### src/rtl/stopwatch2uart.sv
// Snapshots hour/min/sec/centisecond on a send pulse and streams "HH:MM:SS.CC" to a UART TX.
// Define STOPWATCH2UART_CRLF_EN to append CR LF to every frame.
module stopwatch2uart (
    input  logic       clk,
    input  logic       reset,
    input  logic       send,
    input  logic [4:0] hour,
    input  logic [5:0] min,
    input  logic [5:0] sec,
    input  logic [6:0] msec,
    input  logic       tx_busy,
    output logic       tx_start,
    output logic [7:0] tx_data,
    output logic       busy,
    output logic       done
);

    localparam logic [7:0] TIME_SEP = 8'h3A;
    localparam logic [7:0] FRAC_SEP = 8'h2E;
`ifdef STOPWATCH2UART_CRLF_EN
    localparam logic [3:0] LAST_IDX = 4'd12;
`else
    localparam logic [3:0] LAST_IDX = 4'd10;
`endif

    typedef enum logic [2:0] {
        IDLE,
        START,
        WAIT_HI,
        WAIT_LO,
        NEXT
    } state_t;

    state_t     r_state;
    logic [3:0] r_index;
    logic [4:0] r_hour;
    logic [5:0] r_min;
    logic [5:0] r_sec;
    logic [6:0] r_msec;
    logic [7:0] w_byte;

    function automatic logic [7:0] ascii_digit(input logic [6:0] v, input logic tens);
        logic [6:0] q;
        q = tens ? (v / 7'd10) : (v % 7'd10);
        return 8'h30 + {1'b0, q};
    endfunction

    always_comb begin
        w_byte = 8'h00;
        case (r_index)
            4'd0:  w_byte = ascii_digit({2'b00, r_hour}, 1'b1);
            4'd1:  w_byte = ascii_digit({2'b00, r_hour}, 1'b0);
            4'd2:  w_byte = TIME_SEP;
            4'd3:  w_byte = ascii_digit({1'b0, r_min}, 1'b1);
            4'd4:  w_byte = ascii_digit({1'b0, r_min}, 1'b0);
            4'd5:  w_byte = TIME_SEP;
            4'd6:  w_byte = ascii_digit({1'b0, r_sec}, 1'b1);
            4'd7:  w_byte = ascii_digit({1'b0, r_sec}, 1'b0);
            4'd8:  w_byte = FRAC_SEP;
            4'd9:  w_byte = ascii_digit(r_msec, 1'b1);
            4'd10: w_byte = ascii_digit(r_msec, 1'b0);
`ifdef STOPWATCH2UART_CRLF_EN
            4'd11: w_byte = 8'h0D;
            4'd12: w_byte = 8'h0A;
`endif
            default: w_byte = 8'h00;
        endcase
    end

    // Outputs are registered, so tx_start/busy appear one cycle after entering START.
    always_ff @(posedge clk or posedge reset) begin
        if (reset) begin
            r_state  <= IDLE;
            r_index  <= '0;
            r_hour   <= '0;
            r_min    <= '0;
            r_sec    <= '0;
            r_msec   <= '0;
            tx_start <= 1'b0;
            tx_data  <= '0;
            busy     <= 1'b0;
            done     <= 1'b0;
        end else begin
            tx_start <= 1'b0;
            done     <= 1'b0;
            case (r_state)
                IDLE: begin
                    if (send) begin
                        r_hour  <= hour;
                        r_min   <= min;
                        r_sec   <= sec;
                        r_msec  <= (msec > 7'd99) ? 7'd99 : msec;
                        r_index <= '0;
                        r_state <= START;
                    end
                end
                START: begin
                    tx_start <= 1'b1;
                    tx_data  <= w_byte;
                    busy     <= 1'b1;
                    r_state  <= WAIT_HI;
                end
                WAIT_HI: begin
                    if (tx_busy) r_state <= WAIT_LO;
                end
                WAIT_LO: begin
                    if (!tx_busy) r_state <= NEXT;
                end
                NEXT: begin
                    if (r_index == LAST_IDX) begin
                        done    <= 1'b1;
                        busy    <= 1'b0;
                        r_state <= IDLE;
                    end else begin
                        r_index <= r_index + 4'd1;
                        r_state <= START;
                    end
                end
                default: r_state <= IDLE;
            endcase
        end
    end

endmodule

### config.mk
export PLATFORM = sky130hd
export DESIGN_NAME = stopwatch2uart
export DESIGN_NICKNAME = d
export VERILOG_FILES = /design/src/rtl/stopwatch2uart.sv
export SDC_FILE = /design/constraint.sdc
export NUM_CORES = 1
export LEC_CHECK = 0
export CORE_MARGIN = 1
export CORE_UTILIZATION = 52
export DETAILED_ROUTE_END_ITERATION = 16
export GPL_ROUTABILITY_DRIVEN = 0
export PLACE_DENSITY_LB_ADDON = 0.3
export SLEW_MARGIN = 10
export SYNTH_ARGS = -nofsm -noshare
export SYNTH_HDL_FRONTEND = slang
export SYNTH_SLANG_ARGS = --single-unit
### constraint.sdc
create_clock -name clk -period 3.2 [get_ports clk]
set_clock_uncertainty 0.2 [all_clocks]
set_input_delay 0.32 -clock clk [delete_from_list [all_inputs] [get_ports clk]]
set_output_delay 0.32 -clock clk [all_outputs]
set_load 0.005 [all_outputs]
==> run_summary.xml, run 1 <==
<?xml version="1.0" encoding="UTF-8"?>
<metrics>
  <group name="run_status">
    <metric name="run_status" unit="">completed</metric>
  </group>
  <group name="synthesis">
    <metric name="synth-xor-area-share" unit="">0.02856</metric>
    <metric name="post-synth-top-area-cell" unit="">sky130_fd_sc_hd__dfrtp_1</metric>
    <metric name="syn-instance-count" unit="">456</metric>
    <metric name="area_share_of_and_or_nand_nor_cells_after_synthesis" unit="">0.2278</metric>
    <metric name="synth-async-reset-ratio" unit="">1.000</metric>
    <metric name="yosys-mux-area-fraction" unit="">0.05848</metric>
    <metric name="synth_top_area_frac" unit="">0.2856</metric>
    <metric name="synth_compound_gate_area_share" unit="">0.2924</metric>
    <metric name="synth_adder_area_share" unit="">0.04284</metric>
    <metric name="post_synth_instance_area" unit="um^2">3680</metric>
    <metric name="ys_seq_elements" unit="">42</metric>
    <metric name="synth_flop_cell" unit="">sky130_fd_sc_hd__dfrtp_1</metric>
    <metric name="synth-seq-area-share" unit="">0.2856</metric>
    <metric name="ys_top_cells_by_area" unit="">sky130_fd_sc_hd__dfrtp_1 29%, sky130_fd_sc_hd__o21ai_0 5.6%, sky130_fd_sc_hd__nand2_1 4.4%</metric>
    <metric name="syn_area_per_cell" unit="um^2">8.070</metric>
    <metric name="synth_edf_count" unit="">0</metric>
    <metric name="synth_cell_types" unit="">75</metric>
    <metric name="yosys_warnings" unit="">0</metric>
    <metric name="synth_nets" unit="">495</metric>
    <metric name="synth_top_family_by_area" unit="">compound AO/OA/AOI/OAI gates</metric>
  </group>
  <group name="critical_path">
    <metric name="critPathLaunchType" unit="">register</metric>
    <metric name="worst-endpoint-arrival" unit="ns">3.04</metric>
    <metric name="r2r_cells" unit="">12</metric>
    <metric name="critPathMaxFanout" unit="">13</metric>
    <metric name="setup.worst_path.start" unit="">r_min[3]</metric>
    <metric name="timing.critical_path.required" unit="ns">3.23</metric>
    <metric name="ff2ff_setup_slack" unit="ns">0.20</metric>
    <metric name="critical_path.reg2reg.startpoint" unit="">r_min[3]</metric>
    <metric name="worst_setup_path_end_kind" unit="">register</metric>
    <metric name="worst-setup-path-type" unit="">register to register</metric>
    <metric name="regToRegEndpoint" unit="">tx_data[6]</metric>
  </group>
  <group name="clock_tree">
    <metric name="source_to_sink_clock_delay_at_the_later_pin_of_the_worst_skew_pair" unit="ns">0.30</metric>
    <metric name="cell_at_the_root_of_the_clock_tree" unit="">sky130_fd_sc_hd__clkbuf_8</metric>
    <metric name="deepest_level_of_the_cts_h_tree" unit="">2</metric>
    <metric name="ctsHoldBuffers" unit="">0</metric>
    <metric name="clock_tree_from_tritoncts" unit="">yes</metric>
    <metric name="max-clock-path-buffers" unit="">2</metric>
    <metric name="ctsResizeCount" unit="">1</metric>
    <metric name="post_cts.repair.setup_buffers" unit="">0</metric>
    <metric name="cts-buffers-inserted" unit="">5</metric>
    <metric name="path_clk_slew" unit="ns">0.10</metric>
    <metric name="clock_sinks" unit="">42</metric>
  </group>
  <group name="routing">
    <metric name="finalWirelength" unit="um">9098</metric>
    <metric name="drcViolationCount" unit="">0</metric>
    <metric name="via_count" unit="">3617</metric>
    <metric name="avgViaCountPerCell" unit="">6.204</metric>
    <metric name="detailedRoute.firstIterationViolations" unit="">328</metric>
    <metric name="drtAntennaViolNets" unit="">0</metric>
    <metric name="firstDrtPassIters" unit="">7</metric>
    <metric name="route.detailed.wl_per_inst" unit="um">15.61</metric>
  </group>
  <group name="global_routing">
    <metric name="most_used_routing_layer" unit="">met2</metric>
    <metric name="first_global_vias" unit="">3214</metric>
    <metric name="grtUsageMet2" unit="">0.4033</metric>
    <metric name="antenna_violations_before_repair" unit="">0</metric>
    <metric name="grt_start_max_net_pins" unit="">26</metric>
    <metric name="gr-usage-met1" unit="">0.3642</metric>
    <metric name="grt_first_pass_wirelength" unit="um">15300</metric>
    <metric name="global_route.overflow_total" unit="">0</metric>
    <metric name="gr-usage-met3" unit="">0.03465</metric>
    <metric name="grtUsageTotal" unit="">0.2543</metric>
  </group>
  <group name="timing">
    <metric name="setup_violators_final" unit="">0</metric>
    <metric name="postLayoutSetupSlackWorst" unit="ns">0.1976</metric>
    <metric name="tightestPinTransition" unit="ns">0.8760</metric>
    <metric name="slew_violations" unit="">0</metric>
    <metric name="timing_limited_maximum_frequency" unit="MHz">333.1</metric>
    <metric name="setup_tns" unit="ns">0</metric>
    <metric name="rsz0062_at_grt" unit="">false</metric>
    <metric name="finalCritPeriodShare" unit="">0.9383</metric>
    <metric name="slew-limit-headroom" unit="">0.4124</metric>
    <metric name="timing_hold_violations_final" unit="">0</metric>
    <metric name="fin_crit" unit="ns">3.002</metric>
  </group>
  <group name="placement">
    <metric name="portBuffers" unit="">38</metric>
    <metric name="detailed_place_hpwl" unit="um">6774</metric>
    <metric name="dpl_worst_slack" unit="ns">0.05792</metric>
    <metric name="placed_area" unit="um^2">4189</metric>
  </group>
  <group name="floorplan">
    <metric name="top_level_ports" unit="">39</metric>
    <metric name="placementRows" unit="">30</metric>
    <metric name="floorplan.die_area" unit="um^2">7417</metric>
    <metric name="die_w" unit="um">86.12</metric>
    <metric name="dieHeight" unit="um">86.12</metric>
    <metric name="core_area" unit="um^2">6832</metric>
    <metric name="start_util" unit="">0.5386</metric>
  </group>
  <group name="power_and_ir_drop">
    <metric name="cellLeakagePower" unit="nW">1.662</metric>
    <metric name="cellPowerDensity" unit="nW/um^2">1057</metric>
    <metric name="irDropWorstVdd" unit="V">0.0005647</metric>
    <metric name="finalPower" unit="mW">4.563</metric>
  </group>
  <group name="flow_run">
    <metric name="max-cap-violations" unit="">0</metric>
  </group>
  <group name="finish">
    <metric name="layout.cell_area.non_filler" unit="um^2">4315</metric>
    <metric name="area_used_by_multi_input_combinational_logic" unit="um^2">2436</metric>
    <metric name="diodes_inserted" unit="">0</metric>
    <metric name="regArea" unit="um^2">1052</metric>
    <metric name="design.final.nets" unit="">525</metric>
    <metric name="n_fill_cell" unit="">621</metric>
    <metric name="areaGrowthSynthToFinish" unit="%">17.27</metric>
    <metric name="share_of_layout_cells_above_drive_strength_1" unit="">0.1191</metric>
  </group>
  <group name="worst_hold_path">
    <metric name="min_path_type" unit="">input port to asynchronous set/reset pin</metric>
  </group>
</metrics>
## report_power, final
part / total (mW) / switching (mW) / internal [mW]
clock network: 0.367 / 0.209 / 0.158
registers: 1.09 / 0.339 / 0.749
logic: 3.11 / 1.69 / 1.41
total: 4.56 / 2.24 / 2.32
## worst max path at each step
stage               depth (start not counted)  slack [ns]          to
floorplan                                  13        0.12  tx_data[6]
global placement                           11        0.21  tx_data[6]
detailed placement                         11        0.06  tx_data[6]
CTS                                        11        0.05  tx_data[6]
global route                               12       0.006  tx_data[2]
finish                                     12        0.20  tx_data[6]
## cell families after synthesis
group           count (synthesis)
simple gates                  158
compound gates                154
buf+inv                        57
flops                          42
mux                            20
fa+ha+maj                      13
xor+xnor                       12
## per-layer routing
metal,wire [um],vias up
li1,-,1745
met1,4177,1689
met2,4191,165
met3,568,18
met4,161,0
met5,0,-
## worst max-delay path, cell delays in order, from the launching register on
cell,delay (ns)
sky130_fd_sc_hd__dfrtp_1,0.37
sky130_fd_sc_hd__buf_4,0.18
sky130_fd_sc_hd__nand2b_1,0.18
sky130_fd_sc_hd__nand2_1,0.08
sky130_fd_sc_hd__a31oi_2,0.31
sky130_fd_sc_hd__ha_4,0.24
sky130_fd_sc_hd__nor3b_1,0.06
sky130_fd_sc_hd__o21ai_0,0.21
sky130_fd_sc_hd__nand3_1,0.16
sky130_fd_sc_hd__a32oi_2,0.34
sky130_fd_sc_hd__o31ai_1,0.14
sky130_fd_sc_hd__or3_1,0.40
sky130_fd_sc_hd__o211ai_2,0.07
## state kept, by name (all words and copies together), names as in the netlist
signal / count
r_msec: 7
r_min: 6
busy: 1
tx_data: 8
r_state: 3
r_index: 4
done: 1
r_sec: 6
tx_start: 1
r_hour: 5
## cell usage in the layout (no fill, tap or decap), types with 6 or more instances in the layout
master                             n
sky130_fd_sc_hd__nand2_1          43
sky130_fd_sc_hd__o21ai_0          41
sky130_fd_sc_hd__dfrtp_1          41
sky130_fd_sc_hd__clkdlybuf4s50_1  38
sky130_fd_sc_hd__nor2_1           28
sky130_fd_sc_hd__a21oi_1          24
sky130_fd_sc_hd__inv_1            20
sky130_fd_sc_hd__buf_4            20
sky130_fd_sc_hd__nor2b_1          16
sky130_fd_sc_hd__nand3_1          15
sky130_fd_sc_hd__mux2_2           12
sky130_fd_sc_hd__ha_1             10
sky130_fd_sc_hd__nand2b_1          9
sky130_fd_sc_hd__o21ai_1           9
sky130_fd_sc_hd__xnor2_1           8
sky130_fd_sc_hd__mux2i_1           8
sky130_fd_sc_hd__nor3b_1           7
sky130_fd_sc_hd__a22oi_1           7
sky130_fd_sc_hd__nor3_1            6
sky130_fd_sc_hd__o211ai_1          6
## cell usage after synthesis, types with 3 or more instances
cell and instances:
sky130_fd_sc_hd__o211ai_1 6, sky130_fd_sc_hd__o21ai_1 9, sky130_fd_sc_hd__nand2b_1 9, sky130_fd_sc_hd__buf_2 5, sky130_fd_sc_hd__a211oi_1 4, sky130_fd_sc_hd__clkbuf_1 25
sky130_fd_sc_hd__nor2b_1 17, sky130_fd_sc_hd__dfrtp_1 42, sky130_fd_sc_hd__nor2_1 28, sky130_fd_sc_hd__xnor2_1 8, sky130_fd_sc_hd__mux2i_1 8, sky130_fd_sc_hd__o21ai_0 41
sky130_fd_sc_hd__a21o_1 4, sky130_fd_sc_hd__a31oi_1 4, sky130_fd_sc_hd__and2_1 3, sky130_fd_sc_hd__inv_1 21, sky130_fd_sc_hd__a221o_1 3, sky130_fd_sc_hd__o22ai_1 5
sky130_fd_sc_hd__mux2_2 12, sky130_fd_sc_hd__xor2_1 4, sky130_fd_sc_hd__nor3_1 7, sky130_fd_sc_hd__nand2_1 43, sky130_fd_sc_hd__nor3b_1 7, sky130_fd_sc_hd__buf_1 3
sky130_fd_sc_hd__o2111ai_1 4, sky130_fd_sc_hd__nand4_1 3, sky130_fd_sc_hd__nand3b_1 4, sky130_fd_sc_hd__a21oi_1 24, sky130_fd_sc_hd__a22oi_1 7, sky130_fd_sc_hd__or3_1 5
sky130_fd_sc_hd__nand3_1 15, sky130_fd_sc_hd__o32ai_1 4, sky130_fd_sc_hd__ha_1 11, sky130_fd_sc_hd__o31ai_1 5
## cell type report
class	instances	area share
clock inverter	3	0.005799
timing repair buffer	58	0.1229
inverter	22	0.01914
tap	96	0.02783
clock buffer	5	0.01595
sequential	42	0.2438
multi-input combinational	357	0.5645
## through the flow
step / utilization / instances / hold WS [ns]
2_1_floorplan: - / 456 / 0.1908
3_3_place_gp: 0.6132 / 575 / 0.2867
3_5_place_dp: 0.6132 / 575 / 0.2913
4_1_cts: 0.6273 / 583 / 0.2242
5_1_grt: 0.6317 / 583 / 0.2699
6_report: 0.6317 / 583 / 0.1950
Note: power is estimated with default switching activity, not from simulation.
==> run 2, diff against run 1 <==
- CORE_MARGIN: 1 -> not set
- CORE_UTILIZATION: 52 -> 62
- clock period: 3.2 -> 3.5 ns (I/O delays scaled with it)
==> run 2 against run 1 <==
Effect of this change:
- via count rose by 0.75%
- worst hold slack improved by 0.0089 ns
- critical path type unchanged
- core utilization rose by 11 points
- sequential cell count did not move
- critical path depth rose by 1
- final area fell by 3.0%
- non-clock buffer count fell by 9
- combinational power fell by 15%
- register-to-register slack barely moved
- first-iteration DRC count rose by 10%
- die area fell by 16%
- routed wire length rose by 1.2%
==> run_summary.xml, run 2 (same netlist as run 1, synthesis figures left out) <==
<?xml version="1.0" encoding="UTF-8"?>
<metrics>
  <group name="clock_tree">
    <metric name="max-clock-path-buffers" unit="">2</metric>
    <metric name="clock_sinks" unit="">42</metric>
    <metric name="deepest_level_of_the_cts_h_tree" unit="">2</metric>
    <metric name="path_clk_slew" unit="ns">0.09</metric>
    <metric name="cts-buffers-inserted" unit="">5</metric>
    <metric name="source_to_sink_clock_delay_at_the_later_pin_of_the_worst_skew_pair" unit="ns">0.31</metric>
    <metric name="cell_at_the_root_of_the_clock_tree" unit="">sky130_fd_sc_hd__clkbuf_8</metric>
    <metric name="clock_tree_from_tritoncts" unit="">yes</metric>
  </group>
  <group name="flow_run">
    <metric name="max-cap-violations" unit="">0</metric>
  </group>
  <group name="timing">
    <metric name="finalCritPeriodShare" unit="">0.9457</metric>
    <metric name="slew_violations" unit="">0</metric>
    <metric name="timing_hold_violations_final" unit="">0</metric>
    <metric name="rsz0062_at_grt" unit="">false</metric>
    <metric name="setup_tns" unit="ns">0</metric>
    <metric name="slew-limit-headroom" unit="">0.4889</metric>
    <metric name="timing_limited_maximum_frequency" unit="MHz">302.1</metric>
    <metric name="fin_crit" unit="ns">3.310</metric>
    <metric name="tightestPinTransition" unit="ns">0.7586</metric>
    <metric name="fin_hold_ws" unit="ns">0.2039</metric>
    <metric name="setup_violators_final" unit="">0</metric>
  </group>
  <group name="critical_path">
    <metric name="slowest_delay" unit="ns">0.54</metric>
    <metric name="worst_setup_path_end_kind" unit="">register</metric>
    <metric name="timing.critical_path.slowest_stage_cell" unit="">sky130_fd_sc_hd__dfrtp_1</metric>
    <metric name="worstPathCellList" unit="">nor2_1, inv_1, ha_1, nor2b_1, a21oi_1, ha_1, o31a_1, o311ai_1, buf_4, mux2i_1, a221o_1, o21ai_1, o211ai_1</metric>
    <metric name="worst-endpoint-arrival" unit="ns">3.27</metric>
    <metric name="critPathMaxFanout" unit="">13</metric>
    <metric name="path_buf_inv" unit="">2</metric>
    <metric name="worst-setup-path-type" unit="">register to register</metric>
    <metric name="critPathLaunchType" unit="">register</metric>
    <metric name="timing.critical_path.required" unit="ns">3.46</metric>
    <metric name="critical-path-top-cell-by-count" unit="">sky130_fd_sc_hd__ha_1</metric>
    <metric name="cp_top_family" unit="">compound AO/OA/AOI/OAI gates</metric>
  </group>
  <group name="floorplan">
    <metric name="die_w" unit="um">79.04</metric>
    <metric name="placementRows" unit="">27</metric>
    <metric name="floorplan.die_area" unit="um^2">6247</metric>
    <metric name="start_util" unit="">0.6562</metric>
    <metric name="top_level_ports" unit="">39</metric>
    <metric name="core_area" unit="um^2">5608</metric>
    <metric name="dieHeight" unit="um">79.04</metric>
  </group>
  <group name="worst_hold_path">
    <metric name="min_path_type" unit="">input port to asynchronous set/reset pin</metric>
  </group>
  <group name="routing">
    <metric name="finalWirelength" unit="um">9207</metric>
    <metric name="drcViolationCount" unit="">0</metric>
    <metric name="via_count" unit="">3644</metric>
    <metric name="drtAntennaViolNets" unit="">0</metric>
    <metric name="route.detailed.wl_per_inst" unit="um">16.74</metric>
    <metric name="detailedRoute.firstIterationViolations" unit="">361</metric>
    <metric name="avgViaCountPerCell" unit="">6.625</metric>
    <metric name="firstDrtPassIters" unit="">7</metric>
  </group>
  <group name="finish">
    <metric name="share_of_layout_cells_above_drive_strength_1" unit="">0.09833</metric>
    <metric name="diodes_inserted" unit="">0</metric>
    <metric name="most_common_cell_after_layout_fill_and_taps_aside" unit="">sky130_fd_sc_hd__nand2_1</metric>
    <metric name="most-common-layout-cells" unit="">43 x sky130_fd_sc_hd__nand2_1, 42 x sky130_fd_sc_hd__dfrtp_1, 41 x sky130_fd_sc_hd__o21ai_0</metric>
    <metric name="areaGrowthSynthToFinish" unit="%">13.70</metric>
    <metric name="flip_flop_count_of_the_largest_register_after_layout" unit="">8</metric>
    <metric name="design.final.nets" unit="">516</metric>
    <metric name="register_with_the_most_flip_flops" unit="">tx_data</metric>
    <metric name="top_regs" unit="">tx_data x8, r_msec x7</metric>
  </group>
  <group name="power_and_ir_drop">
    <metric name="cellLeakagePower" unit="nW">1.614</metric>
    <metric name="irDropWorstVdd" unit="V">0.0005180</metric>
    <metric name="cellPowerDensity" unit="nW/um^2">968.1</metric>
  </group>
  <group name="global_routing">
    <metric name="grt_first_pass_wirelength" unit="um">15660</metric>
    <metric name="grt_start_max_net_pins" unit="">42</metric>
    <metric name="global_route.overflow_total" unit="">0</metric>
    <metric name="antenna_violations_before_repair" unit="">0</metric>
    <metric name="first_global_vias" unit="">3406</metric>
    <metric name="grtUsageTotal" unit="">0.3149</metric>
  </group>
  <group name="run_status">
    <metric name="run_status" unit="">completed</metric>
  </group>
  <group name="placement">
    <metric name="detailed_place_hpwl" unit="um">6682</metric>
    <metric name="portBuffers" unit="">38</metric>
  </group>
</metrics>
## run 2: metal layers
metal,track usage,vias to the layer above,part of all wire
met5,0,-,0
met4,0.1091,0,0.024
met3,0.05057,33,0.072
met2,0.5379,169,0.49
met1,0.4016,1711,0.41
li1,-,1731,-
## run 2: path summary, 6_finish.rpt
path                       startpoint          to  slack (ns)  cells past startpoint
setup reg to reg            r_hour[3]  tx_data[2]        0.19                     13
max in group asynchronous       reset   r_msec[2]        2.67                      3
min in group clk           tx_data[4]  tx_data[4]        0.29                      2
hold / removal                  reset    tx_start        0.20                      3
setup / recovery            r_hour[3]  tx_data[2]        0.19                     13
hold reg to reg            tx_data[4]  tx_data[4]        0.29                      2
## run 2: worst reg2reg max path: stages, from the launching register on
cell,delay [ns]
sky130_fd_sc_hd__dfrtp_1,0.54
sky130_fd_sc_hd__nor2_1,0.12
sky130_fd_sc_hd__inv_1,0.07
sky130_fd_sc_hd__ha_1,0.38
sky130_fd_sc_hd__nor2b_1,0.24
sky130_fd_sc_hd__a21oi_1,0.10
sky130_fd_sc_hd__ha_1,0.25
sky130_fd_sc_hd__o31a_1,0.13
sky130_fd_sc_hd__o311ai_1,0.29
sky130_fd_sc_hd__buf_4,0.20
sky130_fd_sc_hd__mux2i_1,0.11
sky130_fd_sc_hd__a221o_1,0.32
sky130_fd_sc_hd__o21ai_1,0.13
sky130_fd_sc_hd__o211ai_1,0.10
## run 2: final cells by class
cell class	count	area, um^2
clock inverter	3	23.77
sequential	42	1051
inverter	22	82.58
multi-input combinational	357	2405
tap	72	90.09
clock buffer	5	68.82
fill	462	1424
timing repair buffer	49	462.9
## run 2: what timing repair did
action / 4_1_cts / 5_1_grt
endpoints found under the setup margin: 0 / 5
endpoints found under the hold margin: 0 / 0
buffers inserted: 0 / 0
hold buffers: 0 / 0
gates resized for setup: 0 / 3
## run 2: power by group
part	total [mW]	switching (mW)	internal [mW]
Clock	0.332	0.189	0.143
Sequential	1.08	0.402	0.682
Combinational	2.64	1.44	1.20
## run 2: metrics by stage
stage | cell area [um^2] | instances | power [mW] | util | worst slack (ns)
floorplan | 3680 | 456 | 2.997 | - | 0.2724
global placement | 4084 | 542 | 3.519 | 0.7282 | 0.3431
detailed placement | 4084 | 542 | 3.640 | 0.7282 | 0.1927
CTS | 4177 | 550 | 3.995 | 0.7448 | 0.1221
global route | 4184 | 550 | 4.373 | 0.7461 | 0.02521
finish | 4184 | 550 | 4.051 | 0.7461 | 0.1900
